File: src/rtl/pc_fetch_sync.sv
// Clocked fetch stage closing the loop with the asynchronous four-phase PC.
// Optional `PC_FETCH_TIMEOUT_EN adds a watchdog with a sticky fetch_err flag.
module pc_fetch_sync #(
    parameter int unsigned SYNC_STAGES = 2,
    parameter logic [7:0]  IMM_MASK    = 8'h80,
    parameter int          TIMEOUT_CYC = 255
) (
    input  logic       clk,
    input  logic       rst,
    input  logic [7:0] pc_data,
    input  logic       pc_req,
    output logic       pc_ack,
    output logic [1:0] pc_inc,
    output logic [7:0] mem_addr,
    output logic       mem_rd,
    input  logic [7:0] mem_rdata,
    input  logic       mem_rvalid,
    output logic [7:0] instr,
    output logic       instr_valid,
    input  logic       instr_ready,
    output logic       busy,
    output logic       fetch_err
);

    typedef enum logic [2:0] {
        IDLE,
        MEM_REQ,
        MEM_WAIT,
        OUT,
        ACK_HI,
        ACK_LO
    } state_t;

    state_t                 state_q, state_d;
    logic [SYNC_STAGES-1:0] sync_q;
    logic                   req_s;
    logic [7:0]             addr_q, addr_d;
    logic [7:0]             instr_q, instr_d;
    logic [1:0]             inc_q, inc_d;
    logic                   ack_q, rd_q, vld_q;
    logic                   tmo;

    assign req_s = sync_q[SYNC_STAGES-1];

`ifdef PC_FETCH_TIMEOUT_EN
    localparam int CW = $clog2(TIMEOUT_CYC + 1);

    logic [CW-1:0] cnt_q, cnt_d;
    logic          err_q;
    logic          waiting;

    assign waiting = (state_q == MEM_WAIT) || (state_q == ACK_HI);
    assign tmo     = waiting && (cnt_q == CW'(TIMEOUT_CYC - 1));

    // Counter restarts whenever the FSM enters a waiting state.
    always_comb begin
        cnt_d = '0;
        if (waiting && (state_d == state_q)) begin
            cnt_d = cnt_q + 1'b1;
        end
    end

    always_ff @(posedge clk) begin
        if (rst) begin
            cnt_q <= '0;
            err_q <= 1'b0;
        end else begin
            cnt_q <= cnt_d;
            err_q <= err_q | tmo;
        end
    end

    assign fetch_err = err_q;
`else
    assign tmo       = 1'b0;
    assign fetch_err = (TIMEOUT_CYC < 0);
`endif

    always_comb begin
        state_d = state_q;
        addr_d  = addr_q;
        instr_d = instr_q;
        inc_d   = inc_q;
        unique case (state_q)
            IDLE: begin
                if (req_s) begin
                    addr_d  = pc_data;
                    state_d = MEM_REQ;
                end
            end
            MEM_REQ: state_d = MEM_WAIT;
            MEM_WAIT: begin
                if (mem_rvalid) begin
                    instr_d = mem_rdata;
                    inc_d   = |(mem_rdata & IMM_MASK) ? 2'b10 : 2'b01;
                    state_d = OUT;
                end else if (tmo) begin
                    inc_d   = 2'b00;
                    state_d = IDLE;
                end
            end
            OUT: begin
                if (instr_ready) state_d = ACK_HI;
            end
            ACK_HI: begin
                if (!req_s) begin
                    state_d = ACK_LO;
                end else if (tmo) begin
                    inc_d   = 2'b00;
                    state_d = IDLE;
                end
            end
            ACK_LO:  state_d = IDLE;
            default: state_d = IDLE;
        endcase
    end

    // Handshake outputs are registered so pc_ack reaches the async side glitch-free.
    always_ff @(posedge clk) begin
        if (rst) begin
            state_q <= IDLE;
            sync_q  <= '0;
            addr_q  <= '0;
            instr_q <= '0;
            inc_q   <= 2'b00;
            ack_q   <= 1'b0;
            rd_q    <= 1'b0;
            vld_q   <= 1'b0;
        end else begin
            state_q <= state_d;
            sync_q  <= {sync_q[SYNC_STAGES-2:0], pc_req};
            addr_q  <= addr_d;
            instr_q <= instr_d;
            inc_q   <= inc_d;
            ack_q   <= (state_d == ACK_HI);
            rd_q    <= (state_d == MEM_REQ);
            vld_q   <= (state_d == OUT);
        end
    end

    assign pc_ack      = ack_q;
    assign pc_inc      = inc_q;
    assign mem_addr    = addr_q;
    assign mem_rd      = rd_q;
    assign instr       = instr_q;
    assign instr_valid = vld_q;
    assign busy        = (state_q != IDLE);

endmodule

File: config.mk
export PLATFORM = sky130hd
export DESIGN_NAME = pc_fetch_sync
export DESIGN_NICKNAME = d
export VERILOG_FILES = /design/src/rtl/pc_fetch_sync.sv
export SDC_FILE = /design/constraint.sdc
export NUM_CORES = 1
export LEC_CHECK = 0
export CAP_MARGIN = 20
export CORE_AREA = 2 2 43 65
export CTS_CLUSTER_DIAMETER = 100
export DETAILED_ROUTE_END_ITERATION = 10
export DIE_AREA = 0 0 45 67
export PLACE_DENSITY = 0.86
export SKIP_CTS_REPAIR_TIMING = 1
export SYNTH_ARGS = -nofsm -noshare
export SYNTH_HDL_FRONTEND = slang
export SYNTH_SLANG_ARGS = --single-unit
File: constraint.sdc
create_clock -name clk -period 2.1 [get_ports clk]
set_input_delay 0.63 -clock clk [delete_from_list [all_inputs] [get_ports clk]]
set_output_delay 0.63 -clock clk [all_outputs]
set_load 0.01 [all_outputs]
==> flow_summary_export.csv <==
group,metric,value,unit
status,outcome,"finished clean",
yosys,synth_cell_types,28,
worst_setup_path,worstPathArrival,1.22,ns
grt,antenna_found_initial,0,
worst_setup_path,rr_worst_depth,4,
timing,max_slew_margin,0.5349,
detailed_routing,drt_iter0_markers,10,
grt,met2_usage,0.2643,
yosys,synth_seq_area_share,0.5222,
yosys,synth_top_family_by_area,"simple AND/OR/NAND/NOR gates",
worst_setup_path,crit_path_start,"instr[7]",
cells_and_area,n_fill_cell,214,
timing,setup_tns,0,ns
timing,fin_skew,0.002269,ns
detailed_routing,dr.pass1.iters,3,
clock_network,cts.htree.levels,1,
min_path,hold_depth,1,
clock_network,cts_buffers,3,
die,pin_count,44,
place,hpwl,1.599,mm
yosys,yosys.area_share.simple,0.2285,
grt,grt_pass1_vias,824,
worst_setup_path,endpoint_kind,"output pin",
cells_and_area,drive_gt1_frac,0.1135,
worst_setup_path,start_kind,"flip-flop",
detailed_routing,viasPerCell,5.006,
yosys,synth_warnings,0,
yosys,ys_seq_elements,25,
worst_setup_path,critPathBufInv,1,
clock_network,clk_path_buf_depth,2,
power_and_ir_drop,ir_drop,0.0004015,V
die,die_area,0.003015,mm²
cells_and_area,fin_nets,163,
yosys,synth-compound-area-share,0.09269,
detailed_routing,final_antenna_net_count,0,
grt,grt-ovfl-total,0,
grt,grt_usage,0.1417,
die,core_area,0.002422,mm²
cells_and_area,diodes,0,
clock_network,clk_latency,0.30,ns
worst_setup_path,crit_end,"pc_inc[1]",
grt,grt_busiest_layer,"met2",
timing,max_freq,0.5409,GHz
timing,slew_violations,0,
yosys,syn_avg_cell_area,9.681,µm²
worst_setup_path,rr_endpoint,"state_q[0]",
worst_setup_path,worst_path_dominant_cell_family,"buffers and inverters",
power_and_ir_drop,p_per_area,576.1,mW/mm²
min_path,min_path_type,"reg -> reg",
cells_and_area,final_cell_mix,"clkdlybuf4s50_1, dfxtp_1, nand2_1",
clock_network,clk_pin_slew_worst_paths,0.13,ns
worst_setup_path,path_class,"reg -> out",
worst_setup_path,reg2reg_from,"state_q[1]",
grt,grt_max_degree,22,
yosys,synthesis.area,958.4,µm²
timing,worst_slew_pin_slew,0.6958,ns
clock_network,clock_sinks,25,
yosys,synthAdderAreaFrac,0,
power_and_ir_drop,cellLeakagePower,0.5316,nW
detailed_routing,drc,0,
grt,grt_pass1_wl,3.256,mm
yosys,syn_inst,99,
yosys,syn_nets,120,
worst_setup_path,cpMaxStageDelayCell,"clkdlybuf4s50_1",
worst_setup_path,cp_num_cells,1,
yosys,synth.mux.area_fraction,0.08355,
worst_setup_path,path_max_fanout,3,
die,die_w,45,µm
timing,setup_viol,0,
place,dp_cells,161,
timing,period_share,0.8804,
worst_setup_path,r2r_slack,0.58,ns
die,std_cell_rows,22,
grt,met3_usage,0.03252,
clock_network,cts_root_buffer,"clkbuf_4",
timing,period_needed,1.849,ns
cells_and_area,syn_to_final_growth,48.17,%
clock_network,cts_tree,"done",
detailed_routing,drt_wl_total,1.986,mm
cells_and_area,layout_commonest_cell,"clkdlybuf4s50_1",
detailed_routing,via_count,826,
grt,use_met1,0.1443,
worst_setup_path,max_stage_delay,0.54,ns
worst_setup_path,cp_cell_sequence,"clkdlybuf4s50_1",
timing,grt_setup_unrepaired,"no",
place,place_congestion,0.7324,
cells_and_area,final_cells,165,
timing,hold_viol_final,0,
yosys,synthXorXnorAreaFrac,0,
place,portBuffers,42,
die,start_util,0.3957,
die,die_y,67,µm
run,max_cap_violations,0,
detailed_routing,post_drt_wl_per_cell,12.04,µm
worst_setup_path,cp.required,1.47,ns
[report_power, final]
group          internal, W  leakage, nW  switching (W)  total (W)
clock            0.0000710       0.0177       0.000132   0.000203
combinational    0.0000742        0.311      0.0000461   0.000120
sequential        0.000488        0.203     0.00000671   0.000495
[stage by stage]
stage                     setup WS (ns)    util  total power (W)  instance area [µm²]  hold WS (ns)
after detailed placement        0.09239  0.5739        0.0006275                 1390        0.4332
after CTS                      -0.06272  0.5852        0.0008313                 1418        0.4600
after floorplan                  0.6129       -        0.0005582                958.4        0.4138
after global placement           0.1358  0.5739        0.0006240                 1390        0.4163
after global routing             0.1793  0.5863        0.0008610                 1420        0.4734
final                            0.2511  0.5863        0.0008181                 1420        0.4590
[flip-flops by register name, summed over array words and instances (netlist names)]
register     flops
mem_addr         8
instr_valid      1
pc_inc           1
sync_q           2
state_q          3
instr            8
mem_rd           1
pc_ack           1
[cell families after synthesis]
family,count (synthesis)
compound gates,14
simple gates,41
buf+inv,10
flops,25
mux,8
other cells,1
[worst min-delay path by stage]
stage	from	endpoint
finish	sync_q[0]	sync_q[1]
global route	sync_q[0]	sync_q[1]
CTS	sync_q[0]	sync_q[1]
detailed placement	sync_q[0]	sync_q[1]
global placement	sync_q[0]	sync_q[1]
floorplan	sync_q[0]	sync_q[1]
[cell usage after synthesis]
cell type | number | area [µm²]
nor3b_1 | 1 | 7.510
nor4b_2 | 1 | 15.01
or3b_2 | 1 | 8.760
and3_1 | 1 | 6.260
a21oi_1 | 9 | 45.04
conb_1 | 1 | 3.750
nor2_1 | 10 | 37.54
clkbuf_1 | 2 | 7.510
or3_1 | 1 | 6.260
clkbuf_2 | 1 | 5.000
o21ai_0 | 1 | 5.000
a221oi_2 | 1 | 15.01
nor4bb_1 | 1 | 10.01
nand2_1 | 16 | 60.06
buf_4 | 3 | 22.52
mux2i_1 | 8 | 80.08
inv_1 | 1 | 3.750
nand4b_1 | 1 | 8.760
or4b_4 | 1 | 13.76
dfxtp_1 | 25 | 500.5
and3_2 | 1 | 7.510
nor4_1 | 1 | 6.260
a211oi_1 | 1 | 7.510
o21a_2 | 1 | 8.760
nor2b_1 | 5 | 31.28
buf_6 | 2 | 22.52
a21boi_0 | 1 | 7.510
buf_2 | 1 | 5.000
[layer usage]
layer / wire length (µm) / share of wire
met2: 1086 / 0.55
met1: 764 / 0.38
met4: 15 / 0.0076
met5: 0 / 0
met3: 120 / 0.060
[layout make-up]
type | instances | area, µm² | share of cell area
clock buffer | 3 | 22.52 | 0.01586
multi-input combinational | 64 | 397.9 | 0.2802
inverter | 1 | 3.754 | 0.002643
timing repair buffer | 47 | 460.4 | 0.3242
tap | 24 | 30.03 | 0.02115
clock inverter | 1 | 5.005 | 0.003524
sequential | 25 | 500.5 | 0.3524
(Power assumes the default switching activity.)
